===== src/rtl/div_restoring_core.sv =====
// Sequential unsigned restoring divider, one quotient bit per clock.
// Optional macro DIV_ZERO_FLAG_EN adds the DZ output and a one-cycle divide-by-zero path.
//
// state | meaning
// IDLE  | no result yet since reset; waiting for a START rising edge
// CALC  | iterating, one quotient bit per edge
// FIN   | result held on R/REM with DONE=1; a new START edge is accepted here too
module div_restoring_core #(
    parameter int WIDTH = 16,
    parameter int CW    = 5
) (
    input  logic             CLK,
    input  logic             reset,
    input  logic             START,
    input  logic [WIDTH-1:0] DV,
    input  logic [WIDTH-1:0] DR,
    output logic             DONE,
    output logic             BUSY,
    output logic [WIDTH-1:0] R,
    output logic [WIDTH-1:0] REM
`ifdef DIV_ZERO_FLAG_EN
    ,
    output logic             DZ
`endif
);

    typedef enum logic [1:0] {
        IDLE = 2'd0,
        CALC = 2'd1,
        FIN  = 2'd2
    } state_t;

    state_t           state_q;
    logic             start_q;
    logic [CW-1:0]    cnt_q;
    logic [WIDTH:0]   a_q;
    logic [WIDTH-1:0] q_q;
    logic [WIDTH-1:0] b_q;

    logic             start_pulse;
    logic [WIDTH+1:0] a_sh;
    logic [WIDTH+1:0] t_diff;
    logic [WIDTH:0]   a_d;
    logic [WIDTH-1:0] q_d;

    // a_sh carries the full shifted partial remainder; the sign of t_diff decides restore.
    always_comb begin
        start_pulse = START & ~start_q;
        a_sh        = {a_q, q_q[WIDTH-1]};
        t_diff      = a_sh - {2'b00, b_q};
        a_d         = a_sh[WIDTH:0];
        q_d         = {q_q[WIDTH-2:0], 1'b0};
        if (!t_diff[WIDTH+1]) begin
            a_d = t_diff[WIDTH:0];
            q_d = {q_q[WIDTH-2:0], 1'b1};
        end
    end

    always_ff @(posedge CLK) begin
        if (reset) begin
            state_q <= IDLE;
            start_q <= 1'b0;
            cnt_q   <= '0;
            a_q     <= '0;
            q_q     <= '0;
            b_q     <= '0;
            DONE    <= 1'b0;
            BUSY    <= 1'b0;
            R       <= '0;
            REM     <= '0;
`ifdef DIV_ZERO_FLAG_EN
            DZ      <= 1'b0;
`endif
        end else begin
            start_q <= START;
            case (state_q)
                IDLE, FIN: begin
                    if (start_pulse) begin
                        q_q     <= DV;
                        b_q     <= DR;
                        a_q     <= '0;
                        cnt_q   <= CW'(WIDTH - 1);
                        DONE    <= 1'b0;
                        BUSY    <= 1'b1;
                        state_q <= CALC;
`ifdef DIV_ZERO_FLAG_EN
                        DZ      <= 1'b0;
`endif
                    end
                end
                CALC: begin
`ifdef DIV_ZERO_FLAG_EN
                    // q_q still holds the dividend on the first CALC edge
                    if (b_q == '0) begin
                        R       <= '1;
                        REM     <= q_q;
                        DZ      <= 1'b1;
                        DONE    <= 1'b1;
                        BUSY    <= 1'b0;
                        state_q <= FIN;
                    end else
`endif
                    begin
                        a_q   <= a_d;
                        q_q   <= q_d;
                        cnt_q <= cnt_q - 1'b1;
                        if (cnt_q == '0) begin
                            R       <= q_d;
                            REM     <= a_d[WIDTH-1:0];
                            DONE    <= 1'b1;
                            BUSY    <= 1'b0;
                            state_q <= FIN;
                        end
                    end
                end
                default: state_q <= IDLE;
            endcase
        end
    end

endmodule


===== config.mk =====
export PLATFORM = sky130hd
export DESIGN_NAME = div_restoring_core
export DESIGN_NICKNAME = d
export VERILOG_FILES = /design/src/rtl/div_restoring_core.sv
export SDC_FILE = /design/constraint.sdc
export NUM_CORES = 1
export LEC_CHECK = 0
export CORE_AREA = 10 10 133 135
export DETAILED_ROUTE_END_ITERATION = 12
export DIE_AREA = 0 0 143 145
export PLACE_DENSITY = 0.5
export SETUP_SLACK_MARGIN = 0.02
export SLEW_MARGIN = 20
export SYNTH_ARGS = -nofsm -noshare
export SYNTH_HDL_FRONTEND = slang
export SYNTH_SLANG_ARGS = --single-unit

===== constraint.sdc =====
create_clock -name CLK -period 4.27 [get_ports CLK]
set_input_delay 0.854 -clock CLK [delete_from_list [all_inputs] [get_ports CLK]]
set_output_delay 0.854 -clock CLK [all_outputs]
set_load 0.02 [all_outputs]

* Yosys cells after proc, flatten, opt, wreduce, memory -nomap -nowiden
Cells that the tools add are included.
Widths: inputs -> output; s select.
** Word-level totals
- Input bits :: 35
- Output and inout bits :: 34
- Bits in registers :: 91
- Word-level logic and storage cells :: 44
- ROM bits :: 0
- Memories kept :: 0
- Memory bits (writable) :: 0
- Bits in latches :: 0
** Operators by class
- Divide/modulo/power cells :: 0
- Bitwise gates (word level) :: 2
- $add $sub $neg :: 2
- Equality and inequality tests :: 4
- Shifts and indexed selects :: 0
- Multipliers :: 0
- Mux-type cells :: 17
- Reduce and logical (&&, ||, !) cells :: 9
- $lt $le $gt $ge :: 0
** Operators with widths (count)
- $mux 17 :: 2
- $pmux 17 s2 :: 1
- $pmux 16 s2 :: 1
- $sub 18x16->18 :: 1
- $mux 16 :: 1
- $pmux 5 s2 :: 1
- $reduce_and 2->1 :: 4
- $logic_not 5->1 :: 1
- $mux 1 :: 5
- $mux 5 :: 1
- $sub 5x1->5 const B :: 1
- $mux 2 :: 2
- $ne 2x2->1 const B :: 2
- $pmux 1 s2 :: 2
- $pmux 2 s2 :: 1
- $reduce_and 3->1 :: 1
- $eq 2x1->1 const B :: 1
- $eq 2x2->1 const B :: 1
- $logic_not 2->1 :: 1
- $reduce_bool 2->1 :: 1
- $reduce_or 2->1 :: 1
- $and 1x1->1 :: 1
- $not 1->1 :: 1

* Longest topological paths before layout
Gate-level depths: netlist (run 1).
- Depth after elaboration :: 4
- Mapped depth :: 11
- Depth with buffers taken out :: 11

* Worst setup path after synthesis (run 1)
No wires, ideal clock.
- Path type :: register -> register
- Start :: reg b_q[14]
- End :: reg REM[12]
- Path slack :: 1.649 ns
- Data required time :: 4.127 ns
- Setup time :: 0.143 ns
- Cell stages (with the launch flop) :: 10
- Period minus slack after synthesis :: 2.621 ns
- Buffers on the path :: 1
- Arrival time :: 2.478 ns
- Path through :: dfxtp_1 -> inv_1 -> ha_1 -> a21o_1 -> a211o_1 -> a221o_1 -> a311oi_4 -> buf_6 -> mux2i_1 -> a211oi_2
** On the way
- Longest elaborated chain between the ends :: 2
** Ends and longest elaborated chain
- start, declared :: RTL line 38 : logic [WIDTH-1:0] b_q;
- start signal, assigned :: RTL line 66 : b_q <= '0;
- start signal, assigned :: RTL line 80 : b_q <= DR;
- $sub 18x16->18 :: RTL line 50 : t_diff = a_sh - {2'b00, b_q};
- $mux 17 :: RTL line 53 : if (!t_diff[WIDTH+1]) begin
- end signal, assigned :: RTL line 109 : REM <= a_d[WIDTH-1:0];
- end, declared :: RTL line 20 : output logic [WIDTH-1:0] REM
No other way between the ends.
A chain may end at the register's enable or synchronous reset.

* Final worst setup path (run 1)
- Start :: reg b_q[14]
- End :: reg REM[14]
Same word-level chain as after synthesis.

==> results of run 1 <==
## sequential cells by signal, indices dropped and copies added (netlist names)
name	cells
a_q	17
REM	16
R	16
b_q	16
q_q	16
cnt_q	5
state_q	2
BUSY	1
DONE	1
start_q	1
## layout by cell type (no fill, tap or decap), types with 3 or more instances in the layout
cell / Yosys / routed
nand2_1: 108 / 108
dfxtp_1: 91 / 91
clkdlybuf4s50_1: 0 / 67
a21oi_1: 66 / 66
nor2_1: 33 / 31
inv_1: 25 / 25
a22oi_1: 18 / 18
ha_1: 18 / 18
mux2i_1: 16 / 16
o21ai_1: 15 / 15
a211oi_2: 13 / 13
o21ai_0: 9 / 9
xnor2_1: 9 / 9
clkbuf_16: 0 / 9
nor3_1: 8 / 8
buf_4: 0 / 7
a211oi_1: 6 / 6
a21o_1: 6 / 6
nor2b_1: 5 / 5
nor3b_1: 6 / 5
a211o_1: 5 / 5
nand2b_1: 4 / 4
nand4_1: 4 / 4
nor4_1: 3 / 3
xor2_1: 3 / 3
## worst max-delay path: cells and delay by family, from the launching register on
kind / cells / cell delay (ns)
muxes: 1 / 0.38
DFF: 1 / 0.33
buffers and inverters: 2 / 0.47
adders and majority gates: 1 / 0.36
AOI/OAI and AO/OA: 5 / 1.26
## worst max-delay path by stage
stage	endpoint	cells past startpoint	slack, ns
2_1_floorplan	REM[12]	9	1.65
3_3_place_gp	cnt_q[0]	7	1.25
3_5_place_dp	q_q[0]	6	1.22
4_1_cts	REM[14]	9	1.28
5_1_grt	REM[14]	10	1.12
6_report	REM[14]	9	1.33
## layout make-up
| type | instances | area [sq um] | area share [%] |
|---|---|---|---|
| Tap cell | 188 | 235 | 4.26 |
| Clock inverter | 6 | 50.0 | 0.905 |
| Clock buffer | 10 | 229 | 4.14 |
| Inverter | 25 | 93.8 | 1.70 |
| Sequential cell | 91 | 1820 | 33.0 |
| Timing Repair Buffer | 75 | 728 | 13.2 |
| Multi-Input combinational cell | 385 | 2370 | 42.9 |
## metal layers
metal	vias up	GRT usage [%]
met5	-	0
met1	1773	14.1
li1	1963	-
met4	0	4.08
met2	75	18.1
met3	13	4.95
## power breakdown
group | total, mW | switching [mW] | internal, mW
combinational | 1.26 | 0.727 | 0.535
sequential | 0.974 | 0.0540 | 0.920
clock | 0.758 | 0.357 | 0.401
## logic make-up after synthesis
family	after synthesis	synth area share (%)
compound gates	152	23.2
xor+xnor	12	2.39
fa+ha+maj	19	5.57
buf+inv	57	5.20
flops	91	41.4
mux	18	4.15
simple gates	184	18.2
==> reports/qor.yml, run 1 <==
r2r-start: "b_q[14]"
fin_ws_ns: 1.33
antenna_found_initial: 0
critPathKind: "reg -> reg"
worstPathRequired_ns: 4.48
netlist_area_sq_mm: 0.00441
drt_wl_total_microns: 11700
finalSetupTns_ns: 0
routed-via-count: 3824
holdPathEnd: "R[12]"
path_cells: "inv_1 -> ha_1 -> a21o_1 -> a211o_1 -> a221o_1 -> a311oi_4 -> buf_4 -> mux2i_1 -> a211oi_2"
grt_pass1_wl_microns: 19900
drc: 0
skew_ns: 0.00878
synth_cells: 533
final_nets: 641
synth_enable_flop_cells: 0
crit_start: "b_q[14]"
start_util_pct: 29.3
top_layer_used: "met4"
portBuffers: 68
stdcell_count: 780
clkTransAtPathRegs_ns: 0.07
place_ws_ns: 1.22
die_h_microns: 145
gp_congestion: 0.838
maxCapViolations: 0
ys_top_cells_by_count: "108 x nand2_1, 91 x dfxtp_1, 66 x a21oi_1"
cts_resized: 0
dpl_cell_area_sq_mm: 0.00525
synth_seq_cells: 91
rows: 45
power_mw: 2.99
slew_headroom_pct: 46.8
tightestPinTransition_ns: 0.796
final_hold_viol_count: 0
viasPerCell: 4.90
clockBufferDepth: 2
vdd_drop_max_mv: 0.345
cts_root_buf: "clkbuf_16"
grt.overflow.total: 0
critPathMaxStageDelay_ns: 0.42
met1Wirelength_microns: 5430
io_pins: 69
crit_path_top_delay_cell: "buf_4"
synthFlopType: "dfxtp_1"
fmaxAchievable_mhz: 340
arrival_ns: 3.15
rsz0062_at_grt: "no"
ff2ff_setup_slack_ns: 1.33
cts_max_level: 3
min_period_ns: 2.94
coreArea_sq_mm: 0.0150
cts_inserted_buffers: 9
p_leak_nw: 1.99
num-fill-cells: 1534
outcome: "finished, final reports clean"
ys_types: 47
firstDrtPassIters: 4
hold_path.class: "reg -> reg"
placed_cells: 764
yosysTopAreaCell: "dfxtp_1"
syn_area_per_cell_sq_um: 8.27
yosysSeqAreaShare_pct: 41.4
hold_ws_ns: 0.453
hold_path.startpoint: "R[12]"
design.die.area_sq_mm: 0.0207
ys_warn_count: 0
crit_path_start_kind: "flop"
whs_path_depth: 2
fin_util_pct: 36.8
drv_slew: 0
grt_max_degree: 55
setup_viol: 0
die_w_microns: 143
fin_area_sq_mm: 0.00553
grt_pass1_vias: 3929
area_growth_pct: 25.5
hold_buffers: 0
worstSetupEndpointType: "flop"
ant_nets: 0
diodes: 0
dp_hpwl_microns: 8340
grt_use_total_pct: 11.7
rr_endpoint: "REM[14]"
finalCritPeriodShare_pct: 68.8
synth_nets: 587
drtIter0Drc: 144
avgRoutedWirePerCell_microns: 15.0
async_reset_ff_share_pct: 0
cts_tree: "done"
reg2reg_depth: 9
cp_max_fo: 25
insertion_delay_ns: 0.35
wl_met2_microns: 5310
wl_met3_microns: 830
synth_top_area_share_pct: 41.4
drive_above_1_share_pct: 7.26
power_density_mw_per_mm2: 542
post_cts_buffers: 0
yosys-top-cells-area: "dfxtp_1 41%, nand2_1 9.2%, a21oi_1 7.5%, ha_1 5.1%, a211oi_2 3.7%"
clock_sinks: 91
synthMostInstantiatedCell: "nand2_1"
No activity file was read; power rests on OpenSTA's default activity.
==> run 2: changes to the inputs <==
--- a/config.mk
+++ b/config.mk
@@ -8,7 +8,7 @@
 export CORE_AREA = 10 10 133 135
 export DETAILED_ROUTE_END_ITERATION = 12
 export DIE_AREA = 0 0 143 145
-export PLACE_DENSITY = 0.5
+export PLACE_DENSITY = 0.52
 export SETUP_SLACK_MARGIN = 0.02
 export SLEW_MARGIN = 20
 export SYNTH_ARGS = -nofsm -noshare
==> constraint.sdc (replaced) <==
create_clock -name CLK -period 2.6 [get_ports CLK]
set_input_delay 0.52 -clock CLK [delete_from_list [all_inputs] [get_ports CLK]]
set_output_delay 0.52 -clock CLK [all_outputs]
set_load 0.02 [all_outputs]
==> reports/qor.yml, run 2 (synthesis results as in run 1) <==
comb_power_share_pct: 53.7  # +12 points
die_w_microns: 143  # unchanged
final_nets: 679  # +5.9%
grt_max_degree: 80  # +45%
drt_wl_total_microns: 12900  # +10%
whs_path_depth: 2  # unchanged
path_cells: "ha_4 -> a21o_1 -> a211o_1 -> a221o_1 -> a311oi_4 -> buf_6 -> buf_12 -> mux2i_4 -> a211oi_2"
ant_nets: 0  # unchanged
grt.overflow.total: 0  # unchanged
ff2ff_setup_slack_ns: 0.01  # -1.32 ns
fmaxAchievable_mhz: 386  # +13%
p_leak_nw: 2.26  # +13%
seq_area_sq_mm: 0.00183  # +0.55%
crit_path_top_delay_cell: "a221o_1"
fin_ws_ns: 0.0103  # -1.32 ns
skew_ns: 0.0112  # +0.00245 ns
vdd_drop_max_mv: 0.459  # +33%
p_switching_mw: 2.31  # +100%
diodes: 0  # unchanged
routed-via-count: 4051  # +5.9%
avgRoutedWirePerCell_microns: 15.8  # +5.4%
top_register: "a_q"
critPathKind: "reg -> reg"
antenna_found_initial: 0  # unchanged
rr_endpoint: "REM[1]"
clkPwrFrac_pct: 21.1  # -4.2 points
clockBufferDepth: 2  # unchanged
clock_sinks: 91  # unchanged
firstDrtPassIters: 4  # unchanged
maxCapViolations: 0  # unchanged
worstPathRequired_ns: 2.82  # -1.66 ns
worstSetupEndpointType: "flop"
mostFrequentLayoutCells: "107 x nand2_1, 83 x dfxtp_1, 67 x clkdlybuf4s50_1"
outcome: "finished, final reports clean"
switching_share_pct: 35.8  # -2.2 points
power_density_mw_per_mm2: 1040  # +93%
design.die.area_sq_mm: 0.0207  # unchanged
start_util_pct: 29.3  # unchanged
insertion_delay_ns: 0.36  # about the same
drc: 0  # unchanged
dp_hpwl_microns: 8960  # +7.4%
hold_path.class: "in -> reg"
multi_input_area_sq_mm: 0.00262  # +10%
hold_buffers: 0  # unchanged
cp_max_fo: 8  # -68%
drtIter0Drc: 160  # +11%
drv_slew: 0  # unchanged
num-fill-cells: 1516  # -1.2%
gp_congestion: 0.862  # +2.9%
p_int_mw: 4.14  # +120%
clkTransAtPathRegs_ns: 0.07  # about the same
critPathMaxStageDelay_ns: 0.39  # -0.03 ns
slew_headroom_pct: 61.9  # +15 points
die_h_microns: 145  # unchanged
cts_inserted_buffers: 9  # unchanged
setup_viol: 0  # unchanged
hold_path.startpoint: "reset"
reg2reg_depth: 9  # unchanged
grt_pass1_wl_microns: 20500  # +3.0%
r2r-start: "a_q[13]"
cts_root_buf: "clkbuf_16"
cts_tree: "done"
tightestPinTransition_ns: 0.571  # -0.225 ns
dpl_cell_area_sq_mm: 0.00553  # +5.4%
final_hold_viol_count: 0  # unchanged
grt_use_total_pct: 12.3  # +0.63 points
grt_pass1_vias: 4182  # +6.4%
largest_reg_flops: 17  # unchanged
coreArea_sq_mm: 0.0150  # unchanged
rsz0062_at_grt: "yes"
portBuffers: 68  # unchanged
io_pins: 69  # unchanged
cts_max_level: 3  # unchanged
crit_path_start_kind: "flop"
min_period_ns: 2.59  # -0.349 ns
holdPathEnd: "q_q[15]"
viasPerCell: 4.95  # +1.0%
fin_area_sq_mm: 0.00618  # +12%
p_seq_share_pct: 25.2  # -7.3 points
place_ws_ns: -0.0420  # -1.26 ns
rows: 45  # unchanged
area_growth_pct: 40.3
arrival_ns: 2.81  # -0.34 ns
crit_start: "a_q[13]"
finalCritPeriodShare_pct: 99.6  # +31 points
drive_above_1_share_pct: 19.5  # +12 points
final_common_cell: "nand2_1"
-- run 2: cell types whose count changed in the layout (fill, tap and decap cells not counted), moves of 3 or more --
cell     previous run  this run
o21ai_2             0         3
o21ai_0             9         6
mux2i_4             0         6
dfxtp_1            91        83
ha_4                0         5
mux2i_1            16         4
ha_1               18        12
dfxtp_2             0         8
inv_1              25        21
inv_2               0         4
buf_12              0         3
mux2i_2             0         6
buf_4               7        38
-- run 2: power groups by stage --
stage | registers, mW | clock network (mW) | logic, mW
after floorplan | 1.65 | 0 | 1.78
after CTS | 1.62 | 1.39 | 3.04
after global placement | 1.64 | 0 | 2.53
final | 1.62 | 1.36 | 3.47
after detailed placement | 1.64 | 0 | 2.58
after global routing | 1.64 | 1.44 | 3.71
-- run 2: how the worst max path moves through the flow --
stage	end	slack (ns)	cells after the start
4_1_cts	a_q[13]	0.006	12
6_report	REM[1]	0.01	9
3_3_place_gp	a_q[0]	0.03	9
2_1_floorplan	REM[10]	0.04	9
5_1_grt	a_q[13]	-0.08	12
3_5_place_dp	REM[1]	-0.04	9
-- run 2: layout make-up --
cell class / instances / area share, %
inverter: 25 / 1.52
clock inverter: 7 / 1.32
tap: 188 / 3.81
sequential: 91 / 29.6
clock buffer: 9 / 3.64
timing repair buffer: 113 / 17.7
multi-input combinational: 385 / 42.3
-- run 2: critical path: cells and delay by family, from the launching register on --
family	cells	cell delay, ns
adders and majority gates	1	0.27
buffers and inverters	2	0.32
DFF	1	0.35
muxes	1	0.28
AOI/OAI and AO/OA	5	1.24
-- run 2: repair_timing --
action	CTS	global route
endpoints found under the setup margin	15	34
hold endpoints to repair	0	0
pin swaps	4	12
gates cloned	1	1
gates resized for setup	13	34
setup buffers	7	4
-- run 2: metal layers --
layer | share of wire (%) | track usage (%)
met2 | 47 | 20.1
met1 | 45 | 14.2
met3 | 5.9 | 4.43
met4 | 2.0 | 4.70
met5 | 0 | 0
-- run 2: through the flow --
step | power, mW | std cells | util, % | hold slack (ns) | TNS [ns]
floorplan | 3.43 | 533 | - | 0.436 | 0
global placement | 4.16 | 790 | 36.8 | 0.444 | 0
detailed placement | 4.22 | 790 | 36.8 | 0.448 | -0.0840
CTS | 6.05 | 814 | 39.8 | 0.397 | 0
global route | 6.80 | 818 | 41.1 | 0.410 | -1.09
finish | 6.45 | 818 | 41.1 | 0.401 | 0
